--- src/rtl/axil_reg_responder.sv ---
// axil_reg_responder: AXI4-Lite responder over a bank of 32-bit registers.
// Write address and write data are captured independently and committed one
// cycle after both are held; one write may be outstanding at a time. Reads
// return one beat per address. Register contents and per-register write
// pulses are exported for peripheral logic.
// Optional feature macro: AXIL_REG_SLVERR_EN. When defined, addresses beyond
// the register bank get SLVERR; when not defined, the index wraps and all
// responses are OKAY.
module axil_reg_responder #(
  parameter int          P_NUM_REGS   = 8,
  parameter int          P_ADDR_WIDTH = 32,
  parameter logic [31:0] P_RESET_VAL  = 32'h0000_0000
) (
  input  logic                     ACLK,
  input  logic                     ARESETn,
  input  logic [P_ADDR_WIDTH-1:0]  S_AXI_AWADDR,
  input  logic [2:0]               S_AXI_AWPROT,
  input  logic                     S_AXI_AWVALID,
  output logic                     S_AXI_AWREADY,
  input  logic [31:0]              S_AXI_WDATA,
  input  logic [3:0]               S_AXI_WSTRB,
  input  logic                     S_AXI_WVALID,
  output logic                     S_AXI_WREADY,
  output logic [1:0]               S_AXI_BRESP,
  output logic                     S_AXI_BVALID,
  input  logic                     S_AXI_BREADY,
  input  logic [P_ADDR_WIDTH-1:0]  S_AXI_ARADDR,
  input  logic [2:0]               S_AXI_ARPROT,
  input  logic                     S_AXI_ARVALID,
  output logic                     S_AXI_ARREADY,
  output logic [31:0]              S_AXI_RDATA,
  output logic [1:0]               S_AXI_RRESP,
  output logic                     S_AXI_RVALID,
  input  logic                     S_AXI_RREADY,
  output logic [32*P_NUM_REGS-1:0] reg_q,
  output logic [P_NUM_REGS-1:0]    wr_pulse
);

  localparam int IW = (P_NUM_REGS > 1) ? $clog2(P_NUM_REGS) : 1;
  localparam logic [1:0] RESP_OKAY   = 2'b00;
  localparam logic [1:0] RESP_SLVERR = 2'b10;

  logic [31:0]   regs [P_NUM_REGS];
  logic          aw_held, w_held;
  logic [IW-1:0] aw_idx;
  logic          aw_oor;
  logic [31:0]   w_data;
  logic [3:0]    w_strb;
  logic          bvalid, rvalid;
  logic [1:0]    bresp, rresp;
  logic [31:0]   rdata;

  logic aw_hs, w_hs, ar_hs, commit;
  logic aw_addr_oor, ar_addr_oor;
  logic [IW-1:0] ar_idx;
  logic unused_in;

  assign S_AXI_AWREADY = !aw_held && !bvalid;
  assign S_AXI_WREADY  = !w_held && !bvalid;
  assign S_AXI_ARREADY = !rvalid;
  assign S_AXI_BVALID  = bvalid;
  assign S_AXI_BRESP   = bresp;
  assign S_AXI_RVALID  = rvalid;
  assign S_AXI_RDATA   = rdata;
  assign S_AXI_RRESP   = rresp;

  assign aw_hs  = S_AXI_AWVALID && S_AXI_AWREADY;
  assign w_hs   = S_AXI_WVALID && S_AXI_WREADY;
  assign ar_hs  = S_AXI_ARVALID && S_AXI_ARREADY;
  assign commit = aw_held && w_held;
  assign ar_idx = S_AXI_ARADDR[2 +: IW];

`ifdef AXIL_REG_SLVERR_EN
  assign aw_addr_oor = |S_AXI_AWADDR[P_ADDR_WIDTH-1:IW+2];
  assign ar_addr_oor = |S_AXI_ARADDR[P_ADDR_WIDTH-1:IW+2];
`else
  assign aw_addr_oor = 1'b0;
  assign ar_addr_oor = 1'b0;
`endif

  // Protection bits, byte offset and (when wrapping) upper address bits carry no meaning here.
  assign unused_in = ^{S_AXI_AWPROT, S_AXI_ARPROT, S_AXI_AWADDR[1:0], S_AXI_ARADDR[1:0],
                       S_AXI_AWADDR[P_ADDR_WIDTH-1:IW+2], S_AXI_ARADDR[P_ADDR_WIDTH-1:IW+2]};

  for (genvar k = 0; k < P_NUM_REGS; k++) begin : g_flat
    assign reg_q[32*k +: 32] = regs[k];
  end

  // Write channel capture, commit and response handshake.
  always_ff @(posedge ACLK or negedge ARESETn) begin
    if (!ARESETn) begin
      aw_held <= 1'b0;
      w_held  <= 1'b0;
      aw_idx  <= '0;
      aw_oor  <= 1'b0;
      w_data  <= '0;
      w_strb  <= '0;
      bvalid  <= 1'b0;
      bresp   <= RESP_OKAY;
    end else begin
      if (aw_hs) begin
        aw_held <= 1'b1;
        aw_idx  <= S_AXI_AWADDR[2 +: IW];
        aw_oor  <= aw_addr_oor;
      end
      if (w_hs) begin
        w_held <= 1'b1;
        w_data <= S_AXI_WDATA;
        w_strb <= S_AXI_WSTRB;
      end
      // Readies are low while both flags are set, so commit never overlaps a capture.
      if (commit) begin
        aw_held <= 1'b0;
        w_held  <= 1'b0;
        bvalid  <= 1'b1;
        bresp   <= aw_oor ? RESP_SLVERR : RESP_OKAY;
      end else if (bvalid && S_AXI_BREADY) begin
        bvalid <= 1'b0;
      end
    end
  end

  // Register bank with byte-strobed commit and one-cycle write pulse.
  always_ff @(posedge ACLK or negedge ARESETn) begin
    if (!ARESETn) begin
      for (int k = 0; k < P_NUM_REGS; k++) regs[k] <= P_RESET_VAL;
      wr_pulse <= '0;
    end else begin
      wr_pulse <= '0;
      if (commit && !aw_oor) begin
        for (int b = 0; b < 4; b++) begin
          if (w_strb[b]) regs[aw_idx][8*b +: 8] <= w_data[8*b +: 8];
        end
        wr_pulse[aw_idx] <= 1'b1;
      end
    end
  end

  // Read channel: sample the bank on the AR handshake, hold until RREADY.
  always_ff @(posedge ACLK or negedge ARESETn) begin
    if (!ARESETn) begin
      rvalid <= 1'b0;
      rdata  <= '0;
      rresp  <= RESP_OKAY;
    end else if (ar_hs) begin
      rvalid <= 1'b1;
      rdata  <= ar_addr_oor ? 32'h0 : regs[ar_idx];
      rresp  <= ar_addr_oor ? RESP_SLVERR : RESP_OKAY;
    end else if (rvalid && S_AXI_RREADY) begin
      rvalid <= 1'b0;
    end
  end

endmodule

--- config.mk ---
export PLATFORM = sky130hd
export DESIGN_NAME = axil_reg_responder
export DESIGN_NICKNAME = d
export VERILOG_FILES = /design/src/rtl/axil_reg_responder.sv
export SDC_FILE = /design/constraint.sdc
export NUM_CORES = 1
export LEC_CHECK = 0
export CAP_MARGIN = 20
export CORE_ASPECT_RATIO = 1.5
export CORE_UTILIZATION = 49
export DETAILED_ROUTE_END_ITERATION = 7
export PLACE_DENSITY_LB_ADDON = 0.05
export RECOVER_POWER = 25
export SLEW_MARGIN = 25
export SYNTH_ARGS = -nofsm -noshare
export SYNTH_HDL_FRONTEND = slang
export SYNTH_SLANG_ARGS = --single-unit
export TNS_END_PERCENT = 10
--- constraint.sdc ---
create_clock -name ACLK -period 2.08 [get_ports ACLK]
set_input_delay 0.312 -clock ACLK [delete_from_list [all_inputs] [get_ports ACLK]]
set_output_delay 0.312 -clock ACLK [all_outputs]
set_load 0.05 [all_outputs]
**Word level (Yosys, flattened, before mapping)**

Cells that the tools add are included.
W data, S select, Z words.

- $lt $le $gt $ge: 5
- Reduce and logical (&&, ||, !) cells: 18
- Multiplexer cells: 33
- Bitwise operators: 2

Operator list:

| operator | count |
|---|---|
| $mux W256 | 7 |
| $bwmux W256 | 4 |
| $demux W32 S3 | 4 |
| $bmux W32 S3 | 1 |
| $mux W32 | 3 |
| $mux W24 | 1 |
| $mux W16 | 1 |
| $mux W8 | 2 |
| $logic_and A1 B1 Y1 | 10 |
| $mux W1 | 9 |
| $ge A4 B4 Y1 const B | 2 |
| $not A3 Y4 | 2 |
| $reduce_bool A2 Y1 | 4 |
| $logic_not A1 Y1 | 4 |
| $lt A3 B4 Y1 const B | 1 |
| $lt A4 B1 Y1 const B | 1 |
| $demux W1 S3 | 1 |
| $ge A3 B1 Y1 const B | 1 |

- Output and inout port bits: 305
- Register bits after elaboration: 339
- Word-level logic and storage cells: 75

**Longest topological paths before layout**

Gate-level depths: netlist of run 1.

- Word-level depth: 16
- Mapped depth: 5
- Depth with buffers taken out: 3

**Least setup slack after synthesis of run 1**

OpenSTA, ideal clock, no wires.

- Kind: flip-flop to flip-flop
- Start point: register bvalid (netlist: S_AXI_BVALID)
- End point: register w_data[10]
- Buffers on the path: 2
- Setup time: 0.125 ns
- Clock period less this slack: 2.414 ns
- Path slack: -0.334 ns
- Data arrival time: 2.289 ns
- Cell stages (with the launch flop): 6
- Path through: dfrtp_1 -> nor2_1 -> and2_1 -> buf_2 -> buf_2 -> mux2_2

- Cells in the longest elaborated chain, start to end: 3

Ends and longest elaborated chain:

| element | RTL line | text |
|---|---|---|
| start: declaration | 49 | `logic bvalid, rvalid;` |
| start signal: assignment | 98 | `bvalid <= 1'b0;` |
| start signal: assignment | 115 | `bvalid <= 1'b1;` |
| start signal: assignment | 118 | `bvalid <= 1'b0;` |
| $logic_not A1 Y1 | 59 | `assign S_AXI_WREADY = !w_held && !bvalid;` |
| $logic_and A1 B1 Y1 | 59 |  |
| named net S_AXI_WREADY | 23 | `output logic S_AXI_WREADY,` |
| $logic_and A1 B1 Y1 | 68 | `assign w_hs = S_AXI_WVALID && S_AXI_WREADY;` |
| end signal: assignment | 96 | `w_data <= '0;` |
| end signal: assignment | 108 | `w_data <= S_AXI_WDATA;` |
| end: declaration | 47 | `logic [31:0] w_data;` |

The timed path passes the listed nets, and every way through them passes these cells.
A chain may end at the register's enable or synchronous reset.

**Worst setup path in the final report of run 1**

- Start point: register regs (netlist bit reg_q[78])
- End point: output port reg_q[78]

RTL lines:

| element | RTL line | text |
|---|---|---|
| start: declaration | 43 | `logic [31:0] regs [P_NUM_REGS];` |
| start signal: indexed assignment | 132 | `if (w_strb[b]) regs[aw_idx][8*b +: 8] <= w_data[8*b +: 8];` |
| end: declaration | 35 | `output logic [32*P_NUM_REGS-1:0] reg_q,` |

No word-level cell between the ends.

==> out/metrics.yaml, run 1 <==
finish:
  final_cells: 1821
  layout-area-overhead-vs-synth_pct: 37.38
  layout_common_cells: "mux2_2 (344), dfrtp_1 (339), clkdlybuf4s50_1 (262)"
  utilization: 0.6846
  multi_input_area_um2: 6371
  fillers: 2265
  layout.nets: 1506
  drive_above_1_share: 0.3545
  regArea_um2: 8483
  final_common_cell: "mux2_2"
die:
  start_util: 0.4983
  dieArea_um2: 31490
  die_w_um: 145.2
  row_count: 78
  core-area_um2: 30250
  ioPinCount: 418
  die_y_um: 216.8
sta:
  hold_violations: 0
  clock.fmax_mhz: 485.9
  setup_slack_ns: 0.02194
  post-route-min-period_ns: 2.058
  rsz0062_at_grt: "no"
  slew_headroom: 0.06138
  worstMarginPinSlew_ns: 1.408
  maxSlewViolCount: 0
  skew_ns: 0.01188
  finalCritPeriodShare: 0.9895
  setup_violations: 0
outcome:
  status: "complete, no violations"
critical_path:
  required_ns: 1.77
  max_stage_delay_ns: 0.87
  critPathMaxFanout: 3
  endpoint_kind: "primary output"
  r2r_cells: 4
  critical-path-top-delay-family: "buffers and inverters"
  crit_arrival_ns: 1.75
  r2r_slack_ns: 0.17
  rr_startpoint: "aw_idx[2]"
  start_kind: "flop"
  crit_slowest_cell: "clkdlybuf4s50_1"
  worstSetupPathType: "flop to primary output"
  crit_chain: "clkdlybuf4s50_1"
  reg2reg_to: "reg_q[97]"
  critPathBufInv: 1
global_route:
  grt_use_total: 0.2679
  grt_pass1_vias: 10630
  antenna_found_initial: 2
  grt_pass1_wl_mm: 64.12
  grt_start_max_net_pins: 71
  gr-total-overflow: 0
yosys:
  async_reset_ff_frac: 1.000
  avgSynthCellArea_um2: 14.93
  synth.distinct_cells: 32
  netlist_area_um2: 15080
  synth-main-ff-cell: "dfrtp_1"
  synth_cells: 1010
  synth_seq_cells: 339
  synth_edf_count: 0
  yosysWarnings: 0
  ys_seq_area_frac: 0.5627
placement:
  gp_congestion: 0.7847
  hpwl_mm: 28.15
  pre_cts_slack_ns: 0.1065
  io_buffers: 349
  dp_cells: 1755
cts:
  cts_sinks: 339
  post_cts_buffers: 0
  numCtsBuffers: 35
  clockBufferDepth: 3
  clk_latency_ns: 0.52
  cts_root_buffer: "clkbuf_16"
  h-tree-depth: 2
  clkSlewWorstSetupHoldPaths_ns: 0.06
  cts_tree: "built"
routing:
  drcViolationCount: 0
  firstDrtPassIters: 4
  antenna_left: 0
  drt-total-wl_mm: 41.56
  vias: 10030
  drtIter0Drc: 407
  viasPerCell: 5.508
  wl_per_cell_um: 22.82
min_path:
  hold_class: "input port to flop"
  hold_end: "S_AXI_BVALID"
  hp-start: "S_AXI_BREADY"
  hold_depth: 2
power:
  cellPowerDensity_nw_per_um2: 1829
  ir_drop_v: 0.001310
  total_power_mw: 37.88
  leakage_nw: 10.43
job:
  drv_cap: 0
## cell type report
class,instances,area share
Antenna cell,2,0.0002416
Clock buffer,53,0.05244
Clock inverter,10,0.006343
Inverter,4,0.0007249
Multi-Input combinational cell,622,0.3076
Sequential cell,339,0.4096
Tap cell,400,0.02416
Timing Repair Buffer,391,0.1989
## cells by family (layout without fill, tap and decap cells)
kind of cell / Yosys count / in the layout / share of synthesized area
flip-flops: 339 / 339 / 0.5627
AO/OA/AOI/OAI: 100 / 100 / 0.04963
multiplexers: 423 / 423 / 0.3126
other: 1 / 6 / 0.0002487
buffers and inverters: 52 / 458 / 0.01751
AND/OR/NAND/NOR: 95 / 95 / 0.05727
## stage by stage
stage / TNS [ns] / hold slack (ns) / cell area, um2
global placement: 0 / 0.2556 / 19390
floorplan: -0.07772 / 0.01641 / 15090
detailed placement: 0 / 0.2543 / 19390
global route: 0 / 0.3567 / 20710
finish: 0 / 0.3468 / 20710
CTS: 0 / 0.3028 / 20590
## synth_stat cells, types with 2 or more instances
cell type,number,area [um2]
o31ai_1,32,240.2
clkbuf_1,20,75.07
nand4b_4,4,95.09
nand2_1,33,123.9
dfrtp_1,339,8483
o22ai_1,33,206.5
mux2_2,344,3874
nor2_8,12,240.2
inv_1,4,15.01
nand4_4,4,85.08
buf_2,19,95.09
nand2b_1,4,25.02
and2_1,2,12.51
buf_4,7,52.55
a22o_1,32,280.3
mux2_1,7,78.83
nor2_1,11,41.29
nor2_2,3,18.77
mux2_4,8,120.1
mux2i_1,64,640.6
nor2_4,17,191.4
## state kept, by name (all words and copies together) (netlist names)
register	flops
reg_q	256
S_AXI_RDATA	32
w_data	32
wr_pulse	8
w_strb	4
aw_idx	3
S_AXI_BVALID	1
S_AXI_RVALID	1
aw_held	1
w_held	1
## layer usage
metal	routed length, um	part of all wire	track usage
met5	0	0	0
met4	1230	0.030	0.09368
met3	2470	0.059	0.06709
met2	20800	0.50	0.4546
met1	17060	0.41	0.3327
## power breakdown
group	switching (mW)	total (mW)	internal (mW)
logic	12.0	19.2	7.15
clock network	2.58	6.57	3.99
registers	2.79	12.1	9.33
## how the worst max path moves through the flow
stage,startpoint,endpoint,slack (ns),depth (start not counted)
floorplan,S_AXI_BVALID,aw_idx[0],-0.03,3
global placement,S_AXI_ARADDR[3],S_AXI_RDATA[15],0.17,5
detailed placement,S_AXI_ARADDR[3],S_AXI_RDATA[11],0.11,5
CTS,reg_q[14],reg_q[14],0.0007,1
global route,reg_q[142],reg_q[142],0.0002,1
finish,reg_q[78],reg_q[78],0.02,1
## timing repair
action / CTS / global route
resized for setup: 22 / 60
endpoints found under the setup margin: 22 / 60
hold buffers: 1 / 0
endpoints found under the hold margin: 37 / 0
No activity file was read; power rests on OpenSTA's default activity.
==> run 2, diff against run 1 <==
--- a/config.mk
+++ b/config.mk
@@ -8,6 +8,7 @@
 export CAP_MARGIN = 20
 export CORE_ASPECT_RATIO = 1.5
 export CORE_UTILIZATION = 49
+export CTS_CLUSTER_SIZE = 25
 export DETAILED_ROUTE_END_ITERATION = 7
 export PLACE_DENSITY_LB_ADDON = 0.05
 export RECOVER_POWER = 25
==> out/metrics.yaml, run 2 (same netlist as run 1, synthesis figures left out) <==
outcome:
  status: "complete, no violations"  # unchanged
critical_path:
  start_kind: "flop"  # unchanged
  critical-path-top-delay-family: "buffers and inverters"  # unchanged
  endpoint_kind: "primary output"  # unchanged
  critPathBufInv: 1  # unchanged
  crit_arrival_ns: 1.75  # about the same
  critPathMaxFanout: 3  # unchanged
  worst-path-stages: 1  # unchanged
  r2r_cells: 4  # unchanged
  crit_chain: "clkdlybuf4s50_1"  # unchanged
  required_ns: 1.77  # about the same
  worstSetupPathType: "flop to primary output"  # unchanged
  max_stage_delay_ns: 0.87  # about the same
  crit_slowest_cell: "clkdlybuf4s50_1"  # unchanged
cts:
  numCtsBuffers: 35  # unchanged
  clockBufferDepth: 3  # unchanged
  cts_sinks: 339  # unchanged
  h-tree-depth: 2  # unchanged
  clk_latency_ns: 0.52  # about the same
  clkSlewWorstSetupHoldPaths_ns: 0.06  # about the same
  post_cts_buffers: 0  # unchanged
  cts_tree: "built"  # unchanged
  cts_root_buffer: "clkbuf_16"  # unchanged
sta:
  maxSlewViolCount: 0  # unchanged
  finalCritPeriodShare: 0.9909  # was 0.9895
  setup_violations: 0  # unchanged
  hold_violations: 0  # unchanged
  slew_headroom: 0.09171  # was 0.06138
  rsz0062_at_grt: "no"  # unchanged
  post-route-min-period_ns: 2.061  # was 2.058 ns
  clock.fmax_mhz: 485.2  # was 485.9 MHz
  skew_ns: 0.01312  # was 0.01188 ns
  setup_slack_ns: 0.01897  # was 0.02194 ns
  worstMarginPinSlew_ns: 1.362  # was 1.408 ns
  finalSetupTns_ns: 0  # unchanged
placement:
  hpwl_mm: 28.15  # unchanged
  gp_congestion: 0.7847  # unchanged
  io_buffers: 349  # unchanged
  pre_cts_slack_ns: 0.1065  # unchanged
  dp_cells: 1755  # unchanged
finish:
  final_common_cell: "mux2_2"  # unchanged
  largest_reg_flops: 256  # unchanged
  layout-area-overhead-vs-synth_pct: 37.17  # was 37.38%
  drive_above_1_share: 0.3545  # unchanged
  final_cells: 1821  # unchanged
  layout_common_cells: "mux2_2 (344), dfrtp_1 (339), clkdlybuf4s50_1 (269)"  # was mux2_2 (344), dfrtp_1 (339), clkdlybuf4s50_1 (262)
  layout.nets: 1506  # unchanged
routing:
  drt-total-wl_mm: 41.46  # was 41.56 mm
  antenna_left: 0  # unchanged
  firstDrtPassIters: 4  # unchanged
  drtIter0Drc: 375  # was 407
  viasPerCell: 5.500  # was 5.508
  wl_per_cell_um: 22.76  # was 22.82 um
  drcViolationCount: 0  # unchanged
  vias: 10020  # was 10,030
die:
  dieArea_um2: 31490  # unchanged
  die_y_um: 216.8  # unchanged
  core-area_um2: 30250  # unchanged
  ioPinCount: 418  # unchanged
  die_w_um: 145.2  # unchanged
  start_util: 0.4983  # unchanged
  row_count: 78  # unchanged
min_path:
  hold_class: "input port to flop"  # unchanged
  hold_depth: 2  # unchanged
global_route:
  antenna_found_initial: 2  # unchanged
  grt_use_total: 0.2670  # was 0.2679
  grt_pass1_vias: 10600  # was 10,630
  gr-total-overflow: 0  # unchanged
  grt_pass1_wl_mm: 63.90  # was 64.12 mm
  grt_start_max_net_pins: 71  # unchanged
power:
  leakage_nw: 10.32  # was 10.43 nW
  cellPowerDensity_nw_per_um2: 1830  # was 1829 nW/um2
  ir_drop_v: 0.001140  # was 0.001310 V
job:
  drv_cap: 0  # unchanged
run 2: cell type report:
type / count / area (um2)
Timing Repair Buffer: 391 / 4096
Clock inverter: 11 / 136.4
Sequential cell: 339 / 8483
Multi-Input combinational cell: 622 / 6371
Fill cell: 2268 / 9574
Inverter: 4 / 15.01
Antenna cell: 2 / 5.005
Clock buffer: 52 / 1072
Tap cell: 400 / 500.5
run 2: stage by stage:
step                      total power [mW]  instance area, um2  utilization  hold slack [ns]
after global routing                 39.39               20680       0.6835           0.3593
after floorplan                      24.54               15090            -          0.01641
after global placement               31.41               19390       0.6411           0.2556
final                                37.85               20680       0.6835           0.3519
after CTS                            38.19               20590       0.6805           0.3018
after detailed placement             31.68               19390       0.6411           0.2543
run 2: final timing paths:
| path | from | slack (ns) | endpoint |
|---|---|---|---|
| worst max-delay path | reg_q[78] | 0.02 | reg_q[78] |
| worst min-delay path | S_AXI_BREADY | 0.35 | S_AXI_BVALID |
| worst max register to register | aw_idx[2] | 0.19 | reg_q[97] |
| worst min register to register | S_AXI_RDATA[15] | 0.48 | S_AXI_RDATA[15] |
| max in group asynchronous | ARESETn | 0.32 | reg_q[150] |
| min in group asynchronous | ARESETn | 0.63 | w_data[27] |
run 2: what timing repair did:
item,in CTS,in global routing
hold endpoints to repair,37,0
hold buffers,1,0
setup endpoints to repair,21,54
resized for setup,21,54
pin swaps,0,0
run 2: power by group:
part,total (mW),switching (mW),internal (mW)
clock,6.53,2.58,3.95
combinational,19.2,12.0,7.16
sequential,12.1,2.79,9.33
total,37.8,17.4,20.4
run 2: per-layer routing:
layer | track usage | part of all wire | vias up
li1 | - | - | 4490
met1 | 0.3312 | 0.40 | 5155
met2 | 0.4537 | 0.50 | 301
met3 | 0.06751 | 0.067 | 69
met4 | 0.09158 | 0.030 | 0
met5 | 0 | 0 | -
run 2: worst register-to-register path, stage by stage (launching register included):
cell,delay (ns)
dfrtp_1,0.42
nand2b_1,0.18
clkbuf_1,0.35
nor2_4,0.44
mux2_2,0.39
